### src/rtl/lcd_line_arbiter_if.sv
// Signal bundle between two LCD line-writer clients, the line arbiter and the LCD driver.
// The master side is the client/driver environment; the slave side is the arbiter.
interface lcd_line_arbiter_if #(
  parameter int NCHAR = 16,
  parameter int CW    = 4
);
  logic                 req0;
  logic                 row0;
  logic [4:0]           len0;
  logic [8*NCHAR-1:0]   data0;
  logic                 gnt0;
  logic                 done0;

  logic                 req1;
  logic                 row1;
  logic [4:0]           len1;
  logic [8*NCHAR-1:0]   data1;
  logic                 gnt1;
  logic                 done1;

  logic                 lcd_row;
  logic [CW-1:0]        lcd_col;
  logic [7:0]           lcd_char;
  logic                 lcd_we;
  logic                 update;
  logic                 lcd_busy;
  logic                 owner;
  logic                 active;

  modport master (
    output req0, row0, len0, data0,
    output req1, row1, len1, data1,
    output lcd_busy,
    input  gnt0, done0, gnt1, done1,
    input  lcd_row, lcd_col, lcd_char, lcd_we, update, owner, active
  );

  modport slave (
    input  req0, row0, len0, data0,
    input  req1, row1, len1, data1,
    input  lcd_busy,
    output gnt0, done0, gnt1, done1,
    output lcd_row, lcd_col, lcd_char, lcd_we, update, owner, active
  );
endinterface

### src/rtl/lcd_line_arbiter.sv
// Round-robin arbiter sharing one LCD character-write port between two line-writer clients.
// A granted line is latched, streamed one character per cycle, then refreshed with an update strobe.
module lcd_line_arbiter #(
  parameter int NCHAR = 16,
  parameter int CW    = 4
) (
  input logic               clk,
  input logic               rst,
  lcd_line_arbiter_if.slave arb
);
  localparam int LW = $clog2(NCHAR + 1);

  typedef enum logic [2:0] {
    S_WAIT_INIT = 3'd0,
    S_IDLE      = 3'd1,
    S_WRITE     = 3'd2,
    S_UPDATE    = 3'd3,
    S_WAIT_IDLE = 3'd4,
    S_DONE      = 3'd5
  } state_t;

  state_t              state_q;
  logic [CW-1:0]       idx_q;
  logic                rr_q;
  logic                owner_q;
  logic                row_q;
  logic [LW-1:0]       len_q;
  logic [8*NCHAR-1:0]  data_q;
  logic                gnt0_q;
  logic                gnt1_q;
  logic                done0_q;
  logic                done1_q;
  logic                update_q;

  logic                win_d;
  logic                any_req_d;
  logic                win_row_d;
  logic [LW-1:0]       win_len_d;
  logic [8*NCHAR-1:0]  win_data_d;
  logic                in_write_d;
  logic                we_d;
  logic                last_d;

  function automatic logic [LW-1:0] clamp_len(input logic [4:0] len);
    logic [LW-1:0] res;
    if (32'(len) > NCHAR) begin
      res = LW'(NCHAR);
    end else begin
      res = LW'(len);
    end
    return res;
  endfunction

  // A lone requester wins outright; a tie goes to the client the pointer designates.
  always_comb begin
    win_d = rr_q;
    if (arb.req0 && !arb.req1) begin
      win_d = 1'b0;
    end else if (arb.req1 && !arb.req0) begin
      win_d = 1'b1;
    end else begin
      win_d = rr_q;
    end
  end

  assign any_req_d  = arb.req0 | arb.req1;
  assign win_row_d  = win_d ? arb.row1 : arb.row0;
  assign win_len_d  = clamp_len(win_d ? arb.len1 : arb.len0);
  assign win_data_d = win_d ? arb.data1 : arb.data0;

  // The write strobe follows lcd_busy in the same cycle so a stall never drops a character.
  assign in_write_d = (state_q == S_WRITE);
  assign we_d       = in_write_d & ~arb.lcd_busy;
  assign last_d     = (LW'(idx_q) == (len_q - LW'(1'b1)));

  // Arbitration and line-streaming state machine.
  always_ff @(posedge clk or posedge rst) begin
    if (rst) begin
      state_q  <= S_WAIT_INIT;
      idx_q    <= {CW{1'b0}};
      rr_q     <= 1'b0;
      owner_q  <= 1'b0;
      row_q    <= 1'b0;
      len_q    <= {LW{1'b0}};
      data_q   <= {(8*NCHAR){1'b0}};
      gnt0_q   <= 1'b0;
      gnt1_q   <= 1'b0;
      done0_q  <= 1'b0;
      done1_q  <= 1'b0;
      update_q <= 1'b0;
    end else begin
      gnt0_q   <= 1'b0;
      gnt1_q   <= 1'b0;
      done0_q  <= 1'b0;
      done1_q  <= 1'b0;
      update_q <= 1'b0;
      case (state_q)
        S_WAIT_INIT: begin
          if (!arb.lcd_busy) begin
            state_q <= S_IDLE;
          end else begin
            state_q <= S_WAIT_INIT;
          end
        end
        S_IDLE: begin
          if (any_req_d) begin
            owner_q <= win_d;
            row_q   <= win_row_d;
            len_q   <= win_len_d;
            data_q  <= win_data_d;
            idx_q   <= {CW{1'b0}};
            gnt0_q  <= ~win_d;
            gnt1_q  <= win_d;
            if (win_len_d != {LW{1'b0}}) begin
              state_q <= S_WRITE;
            end else begin
              state_q  <= S_UPDATE;
              update_q <= 1'b1;
            end
          end else begin
            state_q <= S_IDLE;
          end
        end
        S_WRITE: begin
          if (we_d && last_d) begin
            idx_q    <= {CW{1'b0}};
            state_q  <= S_UPDATE;
            update_q <= 1'b1;
          end else if (we_d) begin
            idx_q <= idx_q + CW'(1'b1);
          end else begin
            idx_q <= idx_q;
          end
        end
        S_UPDATE: begin
          state_q <= S_WAIT_IDLE;
        end
        S_WAIT_IDLE: begin
          if (!arb.lcd_busy) begin
            state_q <= S_DONE;
            done0_q <= ~owner_q;
            done1_q <= owner_q;
          end else begin
            state_q <= S_WAIT_IDLE;
          end
        end
        S_DONE: begin
          rr_q    <= ~owner_q;
          state_q <= S_IDLE;
        end
        default: begin
          state_q <= S_WAIT_INIT;
        end
      endcase
    end
  end

  assign arb.gnt0     = gnt0_q;
  assign arb.gnt1     = gnt1_q;
  assign arb.done0    = done0_q;
  assign arb.done1    = done1_q;
  assign arb.update   = update_q;
  assign arb.owner    = owner_q;
  assign arb.active   = (state_q != S_WAIT_INIT) && (state_q != S_IDLE);
  assign arb.lcd_we   = we_d;
  assign arb.lcd_row  = in_write_d & row_q;
  assign arb.lcd_col  = in_write_d ? idx_q : {CW{1'b0}};
  assign arb.lcd_char = in_write_d ? data_q[{idx_q, 3'b000} +: 8] : 8'h00;
endmodule

### src/flat_wrapper.sv
// flat-port wrapper written by rule: the top's interface ports become plain ports
module lcd_line_arbiter_flat 
#(
  parameter int NCHAR = 16,
  parameter int CW    = 4
)
  (clk, rst, arb_req0, arb_row0, arb_len0, arb_data0, arb_req1, arb_row1, arb_len1, arb_data1, arb_lcd_busy, arb_gnt0, arb_done0, arb_gnt1, arb_done1, arb_lcd_row, arb_lcd_col, arb_lcd_char, arb_lcd_we, arb_update, arb_owner, arb_active);
  lcd_line_arbiter_if #(.NCHAR(NCHAR), .CW(CW)) arb_i ();
  input logic clk;
  input logic rst;
  input wire logic [$bits(arb_i.req0)-1:0] arb_req0;
  input wire logic [$bits(arb_i.row0)-1:0] arb_row0;
  input wire logic [$bits(arb_i.len0)-1:0] arb_len0;
  input wire logic [$bits(arb_i.data0)-1:0] arb_data0;
  input wire logic [$bits(arb_i.req1)-1:0] arb_req1;
  input wire logic [$bits(arb_i.row1)-1:0] arb_row1;
  input wire logic [$bits(arb_i.len1)-1:0] arb_len1;
  input wire logic [$bits(arb_i.data1)-1:0] arb_data1;
  input wire logic [$bits(arb_i.lcd_busy)-1:0] arb_lcd_busy;
  output wire logic [$bits(arb_i.gnt0)-1:0] arb_gnt0;
  output wire logic [$bits(arb_i.done0)-1:0] arb_done0;
  output wire logic [$bits(arb_i.gnt1)-1:0] arb_gnt1;
  output wire logic [$bits(arb_i.done1)-1:0] arb_done1;
  output wire logic [$bits(arb_i.lcd_row)-1:0] arb_lcd_row;
  output wire logic [$bits(arb_i.lcd_col)-1:0] arb_lcd_col;
  output wire logic [$bits(arb_i.lcd_char)-1:0] arb_lcd_char;
  output wire logic [$bits(arb_i.lcd_we)-1:0] arb_lcd_we;
  output wire logic [$bits(arb_i.update)-1:0] arb_update;
  output wire logic [$bits(arb_i.owner)-1:0] arb_owner;
  output wire logic [$bits(arb_i.active)-1:0] arb_active;
  assign arb_i.req0 = arb_req0;
  assign arb_i.row0 = arb_row0;
  assign arb_i.len0 = arb_len0;
  assign arb_i.data0 = arb_data0;
  assign arb_i.req1 = arb_req1;
  assign arb_i.row1 = arb_row1;
  assign arb_i.len1 = arb_len1;
  assign arb_i.data1 = arb_data1;
  assign arb_i.lcd_busy = arb_lcd_busy;
  assign arb_gnt0 = arb_i.gnt0;
  assign arb_done0 = arb_i.done0;
  assign arb_gnt1 = arb_i.gnt1;
  assign arb_done1 = arb_i.done1;
  assign arb_lcd_row = arb_i.lcd_row;
  assign arb_lcd_col = arb_i.lcd_col;
  assign arb_lcd_char = arb_i.lcd_char;
  assign arb_lcd_we = arb_i.lcd_we;
  assign arb_update = arb_i.update;
  assign arb_owner = arb_i.owner;
  assign arb_active = arb_i.active;
  lcd_line_arbiter #(.NCHAR(NCHAR), .CW(CW)) u_core (.clk(clk), .rst(rst), .arb(arb_i));
endmodule
### config.mk
export PLATFORM = sky130hd
export DESIGN_NAME = lcd_line_arbiter_flat
export DESIGN_NICKNAME = d
export VERILOG_FILES = /design/src/rtl/lcd_line_arbiter_if.sv /design/src/rtl/lcd_line_arbiter.sv /design/src/flat_wrapper.sv
export SDC_FILE = /design/constraint.sdc
export NUM_CORES = 1
export LEC_CHECK = 0
export ABC_AREA = 0
export CAP_MARGIN = 10
export CORE_MARGIN = 10
export CORE_UTILIZATION = 45
export CTS_CLUSTER_DIAMETER = 30
export DETAILED_ROUTE_END_ITERATION = 8
export HOLD_SLACK_MARGIN = 0.15
export PLACE_DENSITY_LB_ADDON = 0.3
export SYNTH_ARGS = -nofsm -noshare
export SYNTH_HDL_FRONTEND = slang
export SYNTH_SLANG_ARGS = --single-unit
export TNS_END_PERCENT = 100
### constraint.sdc
create_clock -name clk -period 7.6 [get_ports clk]
set_input_delay 2.28 -clock clk [delete_from_list [all_inputs] [get_ports clk]]
set_output_delay 2.28 -clock clk [all_outputs]
set_load 0.005 [all_outputs]
## Yosys cells after proc, flatten, opt, wreduce, memory -nomap -nowiden

Index checks and enable logic that the tools add are counted.

| cells by class | value |
|---|---|
| multiplexer cells | 30 |
| bitwise operators | 6 |
| equality and inequality tests | 10 |
| shifts and indexed selects | 1 |
| $add $sub $neg | 2 |
| magnitude comparators | 1 |
| reductions and logical operators | 12 |

Operator list:

| kind | count |
|---|---|
| $mux W128 | 1 |
| $shiftx A128 B8 Y8 | 1 |
| $pmux W3 S6 | 1 |
| $mux W1 | 17 |
| $mux W4 | 4 |
| $mux W5 | 2 |
| $mux W8 | 1 |
| $pmux W4 S2 | 1 |
| $eq A3 B2 Y1 const B | 2 |
| $eq A3 B3 Y1 const B | 2 |
| $eq A4 B5 Y1 | 1 |
| $gt A5 B5 Y1 const B | 1 |
| $reduce_bool A5 Y1 | 1 |
| $sub A5 B1 Y5 const B | 1 |
| $add A4 B1 Y4 const B | 1 |
| $logic_and A1 B1 Y1 | 4 |
| $eq A3 B1 Y1 const B | 1 |
| $logic_not A3 Y1 | 1 |
| $mux W3 | 1 |
| $ne A3 B1 Y1 const B | 1 |
| $ne A3 B3 Y1 const B | 1 |
| $not A1 Y1 | 3 |
| $reduce_and A3 Y1 | 1 |
| $reduce_bool A3 Y1 | 1 |
| other kinds (9) | 11 |

| word-level totals | value |
|---|---|
| word-level logic and storage cells | 74 |
| register bits | 148 |

## Longest topological paths before layout

Gate-level depths: netlist of the first run.

| logic depth | value |
|---|---|
| depth after elaboration | 11 |
| depth in mapped cells | 8 |
| mapped depth without buffers | 7 |

## Least setup slack after synthesis of the first run

No wires, ideal clock.

| timing | value |
|---|---|
| kind | input -> output |
| from | input arb_lcd_busy |
| to | output arb_lcd_we |
| setup slack | 2.919 ns |
| path buffers | 0 |
| stages on the path | 1 |
| arrival | 2.401 ns |
| path through | nor2_2 |

| on the way | value |
|---|---|
| word-level cells in the longest chain between the ends | 2 |

Ends and longest elaborated chain:

| element | line | text |
|---|---|---|
| start, declared | flat_wrapper.sv:19 | `input wire logic [$bits(arb_i.lcd_busy)-1:0] arb_lcd_busy;` |
| $not A1 Y1 | lcd_line_arbiter.sv:73 | `assign we_d = in_write_d & ~arb.lcd_busy;` |
| $and A1 B1 Y1 | lcd_line_arbiter.sv:73 |  |
| end, declared | flat_wrapper.sv:27 | `output wire logic [$bits(arb_i.lcd_we)-1:0] arb_lcd_we;` |

Every way passes these cells.

## Worst setup path in the final report of the first run

Ends and elaborated chain as after synthesis.

==> key figures, run 1 <==
Run status
  – Status: finished clean

Logic synthesis
  – Count leader, synth: dfrtp_1
  – Distinct cells, synth: 48
  – Synth top cells by count: dfrtp_1, nand2_1, o21ai_0, mux2i_1, clkbuf_1
  – Synth Flop Type: dfrtp_1
  – Async SR Flop Fraction: 100.0%
  – Mapped Cells: 726
  – Flops & latches, synth: 148
  – Post-synthesis sequential area ratio: 46.21%
  – Post-synth EDFFs: 0
  – Largest area contributor in the netlist: dfrtp_1
  – Number of synthesis warnings: 0
  – Top post-synthesis cells by area: dfrtp_1, mux2i_1, o21ai_0
  – Synth top area share: 46.21%
  – Post-Syn Area per Cell: 11.04 µm²
  – Synthesized area: 0.008014 mm²
  – Syn nets: 1001

CTS
  – TritonCTS Sinks: 148
  – Longest Clk Path Bufs: 2
  – H-tree levels: 4
  – CTS tree: yes
  – CTS Hold Bufs: 0
  – CTS Root Cell: clkbuf_16
  – Setup repair bufs after CTS: 0
  – CTS clk-pin slew, worst paths: 0.06 ns
  – Resized Gates After CTS: 0
  – Cts bufs inserted: 17
  – Skew-Pair Late Insertion Delay: 0.42 ns

Worst hold path
  – Hold depth: 2
  – Hold WC Path Type: flip-flop to flip-flop

Timing
  – Final period utilization: 76.90%
  – Transition time of the tightest slew-check pin: 1.025 ns
  – WHS: 0.4724 ns
  – Slew Limit Headroom: 31.66%
  – Highest Clock Rate: 171.1 MHz
  – Final Skew: 0.007584 ns
  – Endpoints failing hold: 0
  – RSZ-0062 raised after global routing: false
  – Post-layout minimum cycle time: 5.845 ns
  – Count of final setup violators: 0
  – Final TNS setup: 0 ns
  – Slew Limit Fails: 0

Worst setup path
  – Critical path class: primary input to primary output
  – Crit path DAT: 3.56 ns
  – Reg-to-reg endpoint: u_core.data_q[17]$_DFFE_PP0P_
  – CP Max Fanout: 8
  – Worst setup EP type: primary output
  – Critical R2R Launch: u_core.state_q[0]$_DFFE_PP0P_
  – Cell-by-cell trace of the critical path: clkdlybuf4s50_1 -> nor2_2 -> clkdlybuf4s50_1
  – Critical path endpoint: arb_lcd_we
  – Critical Path Source Type: primary input
  – Worst path slowest cell: clkdlybuf4s50_1
  – FF-to-FF path depth: 4
  – Largest stage delay, worst path: 0.55 ns
  – R2R setup slack: 5.16 ns
  – Required @ worst endpoint: 5.32 ns
  – Worst Setup SP: arb_lcd_busy
  – CP most frequent cell: clkdlybuf4s50_1

Floorplanning
  – Die Width: 153.5 µm
  – Core Region: 0.01736 mm²
  – Cell Rows: 48
  – Die area: 0.02355 mm²
  – Die height: 153.5 µm
  – Starting Density: 46.17%
  – IO Pins: 294

Routing
  – Initial drt markers: 344
  – Post-Route WL: 23.94 mm
  – Drc violations: 0
  – Wire per inst: 19.57 µm
  – Post-route ant nets: 0
  – Via count: 6447
  – Via-to-Cell Ratio: 5.271
  – First-pass iteration count of the detailed router: 4

Job
  – Max Cap Viol: 0

Cells and area
  – Layout area overhead: 45.21%
  – Final net count: 1260
  – Antenna diodes: 0
  – Post-Layout Cell Count: 1223
  – Fraction of layout instances using a drive strength above 1: 6.212%

Global routing
  – Pin count of the biggest net entering global routing: 155
  – First-pass GRT wire length: 36.57 mm
  – Total gr overflow: 0
  – Tot GR Track Use: 19.82%
  – Vias in the first global route: 6778
  – Initial antenna violation count: 0

Place
  – Routability congestion estimate: 0.8203
  – Placed insts: 1191
  – Detailed Place HPWL: 18.71 mm
  – Port Buf Inserts: 293

Pwr
  – Peak VDD IR: 0.0002163 V
  – Pwr dens: 330.6 mW/mm²
  – Leak: 5.162 nW
logic make-up after synthesis:
kind of cell	Yosys count	share of synthesized area [%]
and+or+nand+nor	181	9.727
muxes	175	29.27
AOI/OAI and AO/OA	150	9.930
DFF	148	46.21
buffers and inverters	64	3.872
xor gates and xnor gates	5	0.5465
adders and majority gates	3	0.4371
metrics by stage:
stage / instance area [µm²] / worst slack (ns) / power, mW / utilization, %
after floorplan: 8014 / 1.340 / 2.451 / -
after global placement: 11010 / 1.790 / 2.933 / 63.44
after detailed placement: 11010 / 1.772 / 2.986 / 63.44
after CTS: 11640 / 1.763 / 3.879 / 67.05
after global routing: 11640 / 1.719 / 4.115 / 67.05
final: 11640 / 1.755 / 3.847 / 67.05
per-layer routing:
layer | part of all wire [%] | wire, µm | vias to the layer above | global-route usage [%]
met1 | 38 | 9134 | 3028 | 22.16
li1 | - | - | 3142 | -
met3 | 8.4 | 2010 | 28 | 7.520
met2 | 51 | 12300 | 249 | 34.07
met5 | 0 | 0 | - | 0
met4 | 2.1 | 493 | 0 | 6.433
worst min path at each step:
stage | startpoint | endpoint | slack (ns)
final | u_core.data_q[10]$_DFFE_PP0P_ | u_core.data_q[10]$_DFFE_PP0P_ | 0.47
after detailed placement | u_core.data_q[36]$_DFFE_PP0P_ | u_core.data_q[36]$_DFFE_PP0P_ | 0.46
after global placement | u_core.data_q[58]$_DFFE_PP0P_ | u_core.data_q[58]$_DFFE_PP0P_ | 0.46
after CTS | u_core.data_q[36]$_DFFE_PP0P_ | u_core.data_q[36]$_DFFE_PP0P_ | 0.48
after floorplan | u_core.data_q[109]$_DFFE_PP0P_ | u_core.data_q[109]$_DFFE_PP0P_ | 0.44
after global routing | u_core.data_q[52]$_DFFE_PP0P_ | u_core.data_q[52]$_DFFE_PP0P_ | 0.50
cells in the final DEF (no fill, tap or decap), drive strengths merged, types with 2 or more instances in the layout:
cell type	Yosys	routed
and2	14	14
buf	26	4
bufinv	0	4
clkbuf	31	19
clkdlybuf4s50	0	293
clkinv	0	5
clkinvlp	0	4
dfrtp	148	148
ha	2	2
inv	7	7
mux2i	135	135
mux4	40	40
nand2	137	137
nand2b	2	2
nor2	10	10
nor4	2	2
o21ai	137	137
o22ai	2	2
or2	4	4
or4	2	2
xnor2	2	2
xor2	3	3
registers in the layout, indices dropped and copies added, names as in the netlist, 3 cells and up:
register and cells:
u_core.data_q 128, u_core.len_q 5, u_core.idx_q 4, u_core.state_q 3
power by group:
group / internal, mW / total [mW] / leakage, nW / switching [mW]
logic: 0.797 / 1.54 / 3.02 / 0.742
registers: 1.15 / 1.43 / 1.85 / 0.275
clock network: 0.556 / 0.878 / 0.295 / 0.321
total: 2.51 / 3.85 / 5.16 / 1.34
critical path: cells and delay by family:
kind / cells / cell delay, ns
buf+inv: 2 / 1.09
simple gates: 1 / 0.19
layout make-up:
type,instances,area [µm²]
Inverter,7,31.28
Fill cell,1374,5719
Tap cell,225,281.5
Clock buffer,19,442.9
Clock inverter,13,182.7
Multi-Input combinational cell,514,4006
Timing Repair Buffer,297,2988
Sequential cell,148,3705
No activity file was read; power rests on OpenSTA's default activity.
==> run 2, diff against run 1 <==
--- a/config.mk
+++ b/config.mk
@@ -8,7 +8,7 @@
 export ABC_AREA = 0
 export CAP_MARGIN = 10
 export CORE_MARGIN = 10
-export CORE_UTILIZATION = 45
+export CORE_UTILIZATION = 41
 export CTS_CLUSTER_DIAMETER = 30
 export DETAILED_ROUTE_END_ITERATION = 8
 export HOLD_SLACK_MARGIN = 0.15
==> constraint.sdc (replaced) <==
create_clock -name clk -period 5 [get_ports clk]
set_input_delay 1.5 -clock clk [delete_from_list [all_inputs] [get_ports clk]]
set_output_delay 1.5 -clock clk [all_outputs]
set_load 0.005 [all_outputs]
==> key figures, run 2 (synthesis results as in run 1) <==
Run status
  – Status: finished clean

Timing
  – Post-layout minimum cycle time: 4.777 ns
  – Slew Limit Headroom: 36.18% (+4.5 points)
  – RSZ-0062 raised after global routing: false
  – Endpoints failing hold: 0 (unchanged)
  – WHS: 0.4787 ns (+0.006246 ns)
  – Final TNS setup: 0 ns (unchanged)
  – Transition time of the tightest slew-check pin: 0.9554 ns (-0.06978 ns)
  – Final Skew: 0.003645 ns (-0.003940 ns)
  – Final period utilization: 95.55%
  – Slew Limit Fails: 0 (unchanged)
  – Highest Clock Rate: 209.3 MHz
  – Count of final setup violators: 0 (unchanged)

Place
  – Placed Area: 0.01116 mm² (+1.3%)
  – Routability congestion estimate: 0.8574 (+4.5%)
  – Detailed Place HPWL: 20.93 mm (+12%)
  – Port Buf Inserts: 293 (unchanged)
  – Placed insts: 1239 (+4.0%)

Global routing
  – Pin count of the biggest net entering global routing: 193 (+25%)
  – Initial antenna violation count: 1 (+1)
  – Vias in the first global route: 6999 (+3.3%)
  – Total gr overflow: 0 (unchanged)
  – Tot GR Track Use: 20.04% (+0.23 points)
  – First-pass GRT wire length: 39.57 mm (+8.2%)

CTS
  – CTS Root Cell: clkbuf_16
  – CTS clk-pin slew, worst paths: 0.06 ns (about the same)
  – Resized Gates After CTS: 0 (unchanged)
  – Skew-Pair Late Insertion Delay: 0.42 ns (about the same)
  – Longest Clk Path Bufs: 2 (unchanged)
  – CTS Hold Bufs: 0 (unchanged)
  – TritonCTS Sinks: 148 (unchanged)
  – H-tree levels: 4 (unchanged)
  – Cts bufs inserted: 17 (unchanged)
  – CTS tree: yes
  – Setup repair bufs after CTS: 0 (unchanged)

Cells and area
  – Most common cell after layout, fill and taps aside: clkdlybuf4s50_1
  – Final Cell Area: 0.01175 mm² (+1.0%)
  – Most flops, register: u_core.data_q
  – Post-Layout Cell Count: 1271 (+3.9%)
  – Max FFs per register: 128 (unchanged)
  – Final net count: 1268 (+0.63%)
  – Fraction of layout instances using a drive strength above 1: 6.866% (+0.65 points)
  – Largest regs: u_core.data_q (128), u_core.len_q (5), u_core.idx_q (4)
  – Most frequent cells in the layout: clkdlybuf4s50_1, dfrtp_1, o21ai_0, nand2_1, mux2i_1
  – Layout area overhead: 46.67%

Floorplanning
  – Core Region: 0.01933 mm² (+11%)
  – Cell Rows: 51 (+6.3%)
  – Die height: 159.8 µm (+4.1%)
  – IO Pins: 294 (unchanged)
  – Die Width: 159.8 µm (+4.1%)
  – Starting Density: 41.45% (-4.7 points)
  – Die area: 0.02554 mm² (+8.5%)

Pwr
  – Clock share of power: 22.0% (-0.8 points)
  – Combinational Power Share: 40.4% (+0.4 points)
  – Flop pwr share: 37.6% (+0.4 points)
  – Pwr dens: 500.5 mW/mm² (+51%)
  – Peak VDD IR: 0.0003521 V (+63%)
  – Pint: 3.791 mW (+51%)
  – Switching Fraction: 35.55% (+0.75 points)
  – Leak: 5.206 nW (+0.86%)
  – P_sw: 2.091 mW (+56%)

Routing
  – First-pass iteration count of the detailed router: 5 (+1)
  – Post-route ant nets: 0 (unchanged)
  – Initial drt markers: 433 (+26%)
  – Post-Route WL: 26.21 mm (+9.5%)
  – Wire per inst: 20.62 µm (+5.4%)
  – Via count: 6546 (+1.5%)
  – Drc violations: 0 (unchanged)
  – Via-to-Cell Ratio: 5.150 (-2.3%)

Worst setup path
  – Critical Path Source Type: flip-flop
  – Required @ worst endpoint: 3.50 ns (-1.82 ns)
  – Worst setup EP type: primary output
  – Critical path class: flip-flop to primary output
  – Worst path slowest cell: dfrtp_2
  – Largest stage delay, worst path: 0.78 ns (+0.23 ns)
  – Cell-by-cell trace of the critical path: buf_4 -> mux4_1 -> mux4_2 -> and2_1 -> clkdlybuf4s50_1
  – Crit path DAT: 3.28 ns (-0.28 ns)
  – CP Max Fanout: 23 (+15)
  – FF-to-FF path depth: 5 (+1)

Worst hold path
  – Hold depth: 2 (unchanged)
  – Hold WC Path Type: flip-flop to flip-flop

Job
  – Max Cap Viol: 0 (unchanged)
==> run 2: power by group through the flow <==
stage | combinational [mW] | clock, mW | sequential, mW
3_5_place_dp | 2.38 | 0 | 2.21
3_3_place_gp | 2.30 | 0 | 2.22
4_1_cts | 2.40 | 1.30 | 2.20
2_1_floorplan | 1.76 | 0 | 1.96
5_1_grt | 2.64 | 1.36 | 2.27
6_report | 2.38 | 1.29 | 2.21
==> run 2: area by class of cell <==
| class | instances | area, µm² |
|---|---|---|
| diodes | 1 | 2.502 |
| well taps | 265 | 331.6 |
| flip-flops and latches | 148 | 3706 |
| inverters | 7 | 30.03 |
| repair buffers | 305 | 3085 |
| clock buffers | 21 | 460.4 |
| clock inverters | 10 | 131.4 |
| multi-input cells | 514 | 4006 |
| fillers | 1586 | 7581 |
==> run 2: per-layer routing <==
| layer | global-route usage (%) | up-vias | part of all wire (%) | wire, µm |
|---|---|---|---|---|
| met5 | 0 | - | 0 | 0 |
| met4 | 6.469 | 0 | 2.3 | 590 |
| met3 | 6.812 | 36 | 7.5 | 1968 |
| met2 | 33.82 | 253 | 49 | 12860 |
| met1 | 23.54 | 3100 | 41 | 10790 |
| li1 | - | 3157 | - | - |
==> run 2: final timing paths <==
| kind | from | end | slack, ns |
|---|---|---|---|
| setup / recovery | u_core.idx_q[0]$_DFFE_PP0P_ | arb_lcd_char[1] | 0.22 |
| hold / removal | u_core.data_q[15]$_DFFE_PP0P_ | u_core.data_q[15]$_DFFE_PP0P_ | 0.48 |
| setup reg to reg | u_core.idx_q[3]$_DFFE_PP0P_ | u_core.idx_q[1]$_DFFE_PP0P_ | 2.82 |
| hold reg to reg | u_core.data_q[15]$_DFFE_PP0P_ | u_core.data_q[15]$_DFFE_PP0P_ | 0.48 |
| max in group asynchronous | rst | u_core.data_q[61]$_DFFE_PP0P_ | 2.45 |
| min in group asynchronous | rst | u_core.data_q[72]$_DFFE_PP0P_ | 1.65 |
==> run 2: critical path: cells and delay by family (launching register included) <==
kind          cells  cell delay, ns
mux               2            1.05
buf+inv           2            0.85
flops             1            0.78
simple gates      1            0.17
==> run 2: through the flow <==
| stage | utilization (%) | setup WS (ns) | power (mW) |
|---|---|---|---|
| final | 60.79 | 0.2227 | 5.882 |
| after global routing | 60.78 | 0.08967 | 6.261 |
| after CTS | 60.78 | 0.1958 | 5.905 |
| after detailed placement | 57.72 | 0.6711 | 4.594 |
| after global placement | 57.72 | 0.7259 | 4.520 |
| after floorplan | - | 1.639 | 3.725 |
==> run 3, diff against run 2 <==
--- a/config.mk
+++ b/config.mk
@@ -7,7 +7,7 @@
 export LEC_CHECK = 0
 export ABC_AREA = 0
 export CAP_MARGIN = 10
-export CORE_MARGIN = 10
+export CORE_MARGIN = 1
 export CORE_UTILIZATION = 41
 export CTS_CLUSTER_DIAMETER = 30
 export DETAILED_ROUTE_END_ITERATION = 8
==> key figures, run 3 (synthesis results as in run 1) <==
Timing
  – Final worst slack: 0.3582 ns (+0.1356 ns)
  – Final TNS setup: 0 ns (unchanged)
  – Post-layout minimum cycle time: 4.642 ns (-0.1356 ns)
  – RSZ-0062 raised after global routing: false
  – Endpoints failing hold: 0 (unchanged)
  – Slew Limit Headroom: 31.39% (-4.8 points)
  – Final period utilization: 92.84% (-2.7 points)
  – Transition time of the tightest slew-check pin: 1.029 ns (+0.07377 ns)
  – Final Skew: 0.006923 ns (+0.003278 ns)
  – Slew Limit Fails: 0 (unchanged)
  – Count of final setup violators: 0 (unchanged)
  – Highest Clock Rate: 215.4 MHz (+2.9%)

Routing
  – Initial drt markers: 438 (+1.2%)
  – Met3 WL: 1.550 mm (-21%)
  – DR WL met2: 11.64 mm (-9.5%)
  – Post-route ant nets: 0 (unchanged)
  – First-pass iteration count of the detailed router: 4 (-1)
  – Post-Route WL: 22.74 mm (-13%)
  – Drc violations: 0 (unchanged)
  – Top sig layer: met4
  – Via count: 6461 (-1.3%)
  – Wire per inst: 17.96 µm (-13%)
  – Via-to-Cell Ratio: 5.103 (-0.91%)
  – Met1 wire length: 9.169 mm (-15%)

CTS
  – CTS tree: yes
  – Resized Gates After CTS: 0 (unchanged)
  – TritonCTS Sinks: 148 (unchanged)
  – Cts bufs inserted: 17 (unchanged)
  – CTS Hold Bufs: 0 (unchanged)
  – Setup repair bufs after CTS: 0 (unchanged)
  – CTS clk-pin slew, worst paths: 0.06 ns (about the same)
  – CTS Root Cell: clkbuf_16
  – Longest Clk Path Bufs: 2 (unchanged)
  – Skew-Pair Late Insertion Delay: 0.42 ns (about the same)
  – H-tree levels: 4 (unchanged)

Job
  – Max Cap Viol: 0 (unchanged)

Worst setup path
  – Delay-heaviest family, CP: multiplexers
  – Worst setup EP type: primary output
  – R2R setup slack: 2.79 ns (-0.03 ns)
  – Cell-by-cell trace of the critical path: buf_12 -> mux4_1 -> mux4_2 -> and2_1 -> clkdlybuf4s50_1
  – WP buf/inv: 2 (unchanged)
  – Required @ worst endpoint: 3.50 ns (about the same)
  – Worst path slowest cell: dfrtp_2
  – Critical Path Source Type: flip-flop
  – Largest stage delay, worst path: 0.73 ns (-0.05 ns)
  – Critical path class: flip-flop to primary output
  – Crit path DAT: 3.14 ns (-0.14 ns)
  – CP Max Fanout: 20 (-13%)

Global routing
  – Pin count of the biggest net entering global routing: 158 (-18%)
  – Tot GR Track Use: 23.45% (+3.4 points)
  – Total gr overflow: 0 (unchanged)
  – First-pass GRT wire length: 34.85 mm (-12%)
  – Initial antenna violation count: 0 (-1)
  – Vias in the first global route: 6570 (-6.1%)

Cells and area
  – Largest regs: u_core.data_q (128), u_core.len_q (5), u_core.idx_q (4)
  – Seq. cell area: 0.003706 mm² (unchanged)
  – Area of the multi-input gates: 0.004006 mm² (unchanged)
  – Antenna diodes: 0 (-1)
  – Most common cell after layout, fill and taps aside: clkdlybuf4s50_1
  – Final Cell Area: 0.01180 mm² (+0.37%)
  – Most flops, register: u_core.data_q
  – Final net count: 1268 (unchanged)
  – Max FFs per register: 128 (unchanged)
  – Layout area overhead: 47.21%
  – Most frequent cells in the layout: clkdlybuf4s50_1, dfrtp_1, o21ai_0, nand2_1, mux2i_1
  – Fraction of layout instances using a drive strength above 1: 6.759% (-0.11 points)
  – FILL cells: 1566 (-1.3%)

Place
  – Port Buf Inserts: 293 (unchanged)
  – Post-place setup slack: 0.7094 ns (+0.03834 ns)
  – Routability congestion estimate: 0.8521 (-0.62%)
  – Detailed Place HPWL: 17.81 mm (-15%)
  – Placed Area: 0.01118 mm² (+0.17%)

Pwr
  – Final Total Pwr: 5.915 mW (+0.55%)
  – Leak: 5.225 nW (+0.35%)
  – Peak VDD IR: 0.0002759 V (-22%)
  – Pwr dens: 501.4 mW/mm² (+0.18%)

Floorplanning
  – Die Width: 141.8 µm (-11%)
  – IO Pins: 294 (unchanged)
  – Die area: 0.02011 mm² (-21%)
  – Core Region: 0.01896 mm² (-2.0%)
  – Die height: 141.8 µm (-11%)
  – Starting Density: 42.28% (+0.83 points)
  – Cell Rows: 50 (-2.0%)

Run status
  – Status: finished clean

Worst hold path
  – Hold WC Path Type: flip-flop to flip-flop
-- run 3: cell count changes in the layout (fill, tap and decap cells not counted) --
| cell | change |
|---|---|
| bufinv_16 | +1 |
| clkbuf_1 | +2 |
| buf_12 | +2 |
| diode_2 | -1 |
| clkinv_2 | -2 |
| buf_4 | -2 |
-- run 3: worst paths after layout --
kind	start	endpoint	cells past startpoint
min in group asynchronous	rst	u_core.data_q[64]$_DFFE_PP0P_	2
worst min register to register	u_core.data_q[111]$_DFFE_PP0P_	u_core.data_q[111]$_DFFE_PP0P_	2
worst max-delay path	u_core.idx_q[0]$_DFFE_PP0P_	arb_lcd_char[2]	5
worst min-delay path	u_core.data_q[111]$_DFFE_PP0P_	u_core.data_q[111]$_DFFE_PP0P_	2
worst max register to register	u_core.rr_q$_DFFE_PP0P_	u_core.data_q[94]$_DFFE_PP0P_	4
max in group asynchronous	rst	u_core.idx_q[1]$_DFFE_PP0P_	3
-- run 3: tightest hold or removal path, cell delays in order, from the launching register on --
cell     delay [ns]
dfrtp_1        0.34
nand2_1        0.04
o21ai_0        0.06
-- run 3: stage by stage --
stage	hold slack (ns)	util, %	cells
2_1_floorplan	0.4416	-	726
3_3_place_gp	0.4572	58.97	1234
3_5_place_dp	0.4660	58.97	1234
4_1_cts	0.4787	62.24	1266
5_1_grt	0.5003	62.24	1266
6_report	0.4755	62.24	1266
-- run 3: cell type report --
cell class              instances  area share [%]
well taps                     260           2.757
flip-flops and latches        148           31.41
clock inverters                 9           1.283
repair buffers                305           26.37
inverters                       7          0.2545
multi-input cells             514           33.96
clock buffers                  23           3.966
-- run 3: report_power, final --
part | switching [mW] | internal [mW]
registers | 0.453 | 1.76
clock network | 0.483 | 0.860
logic | 1.11 | 1.25
total | 2.04 | 3.87
-- run 3: metal layers --
layer  vias up  global-route usage, %
met5         -                      0
met4         0                  6.621
met3        27                  5.062
met2       237                  41.09
met1      3044                  29.10
li1       3153                      -
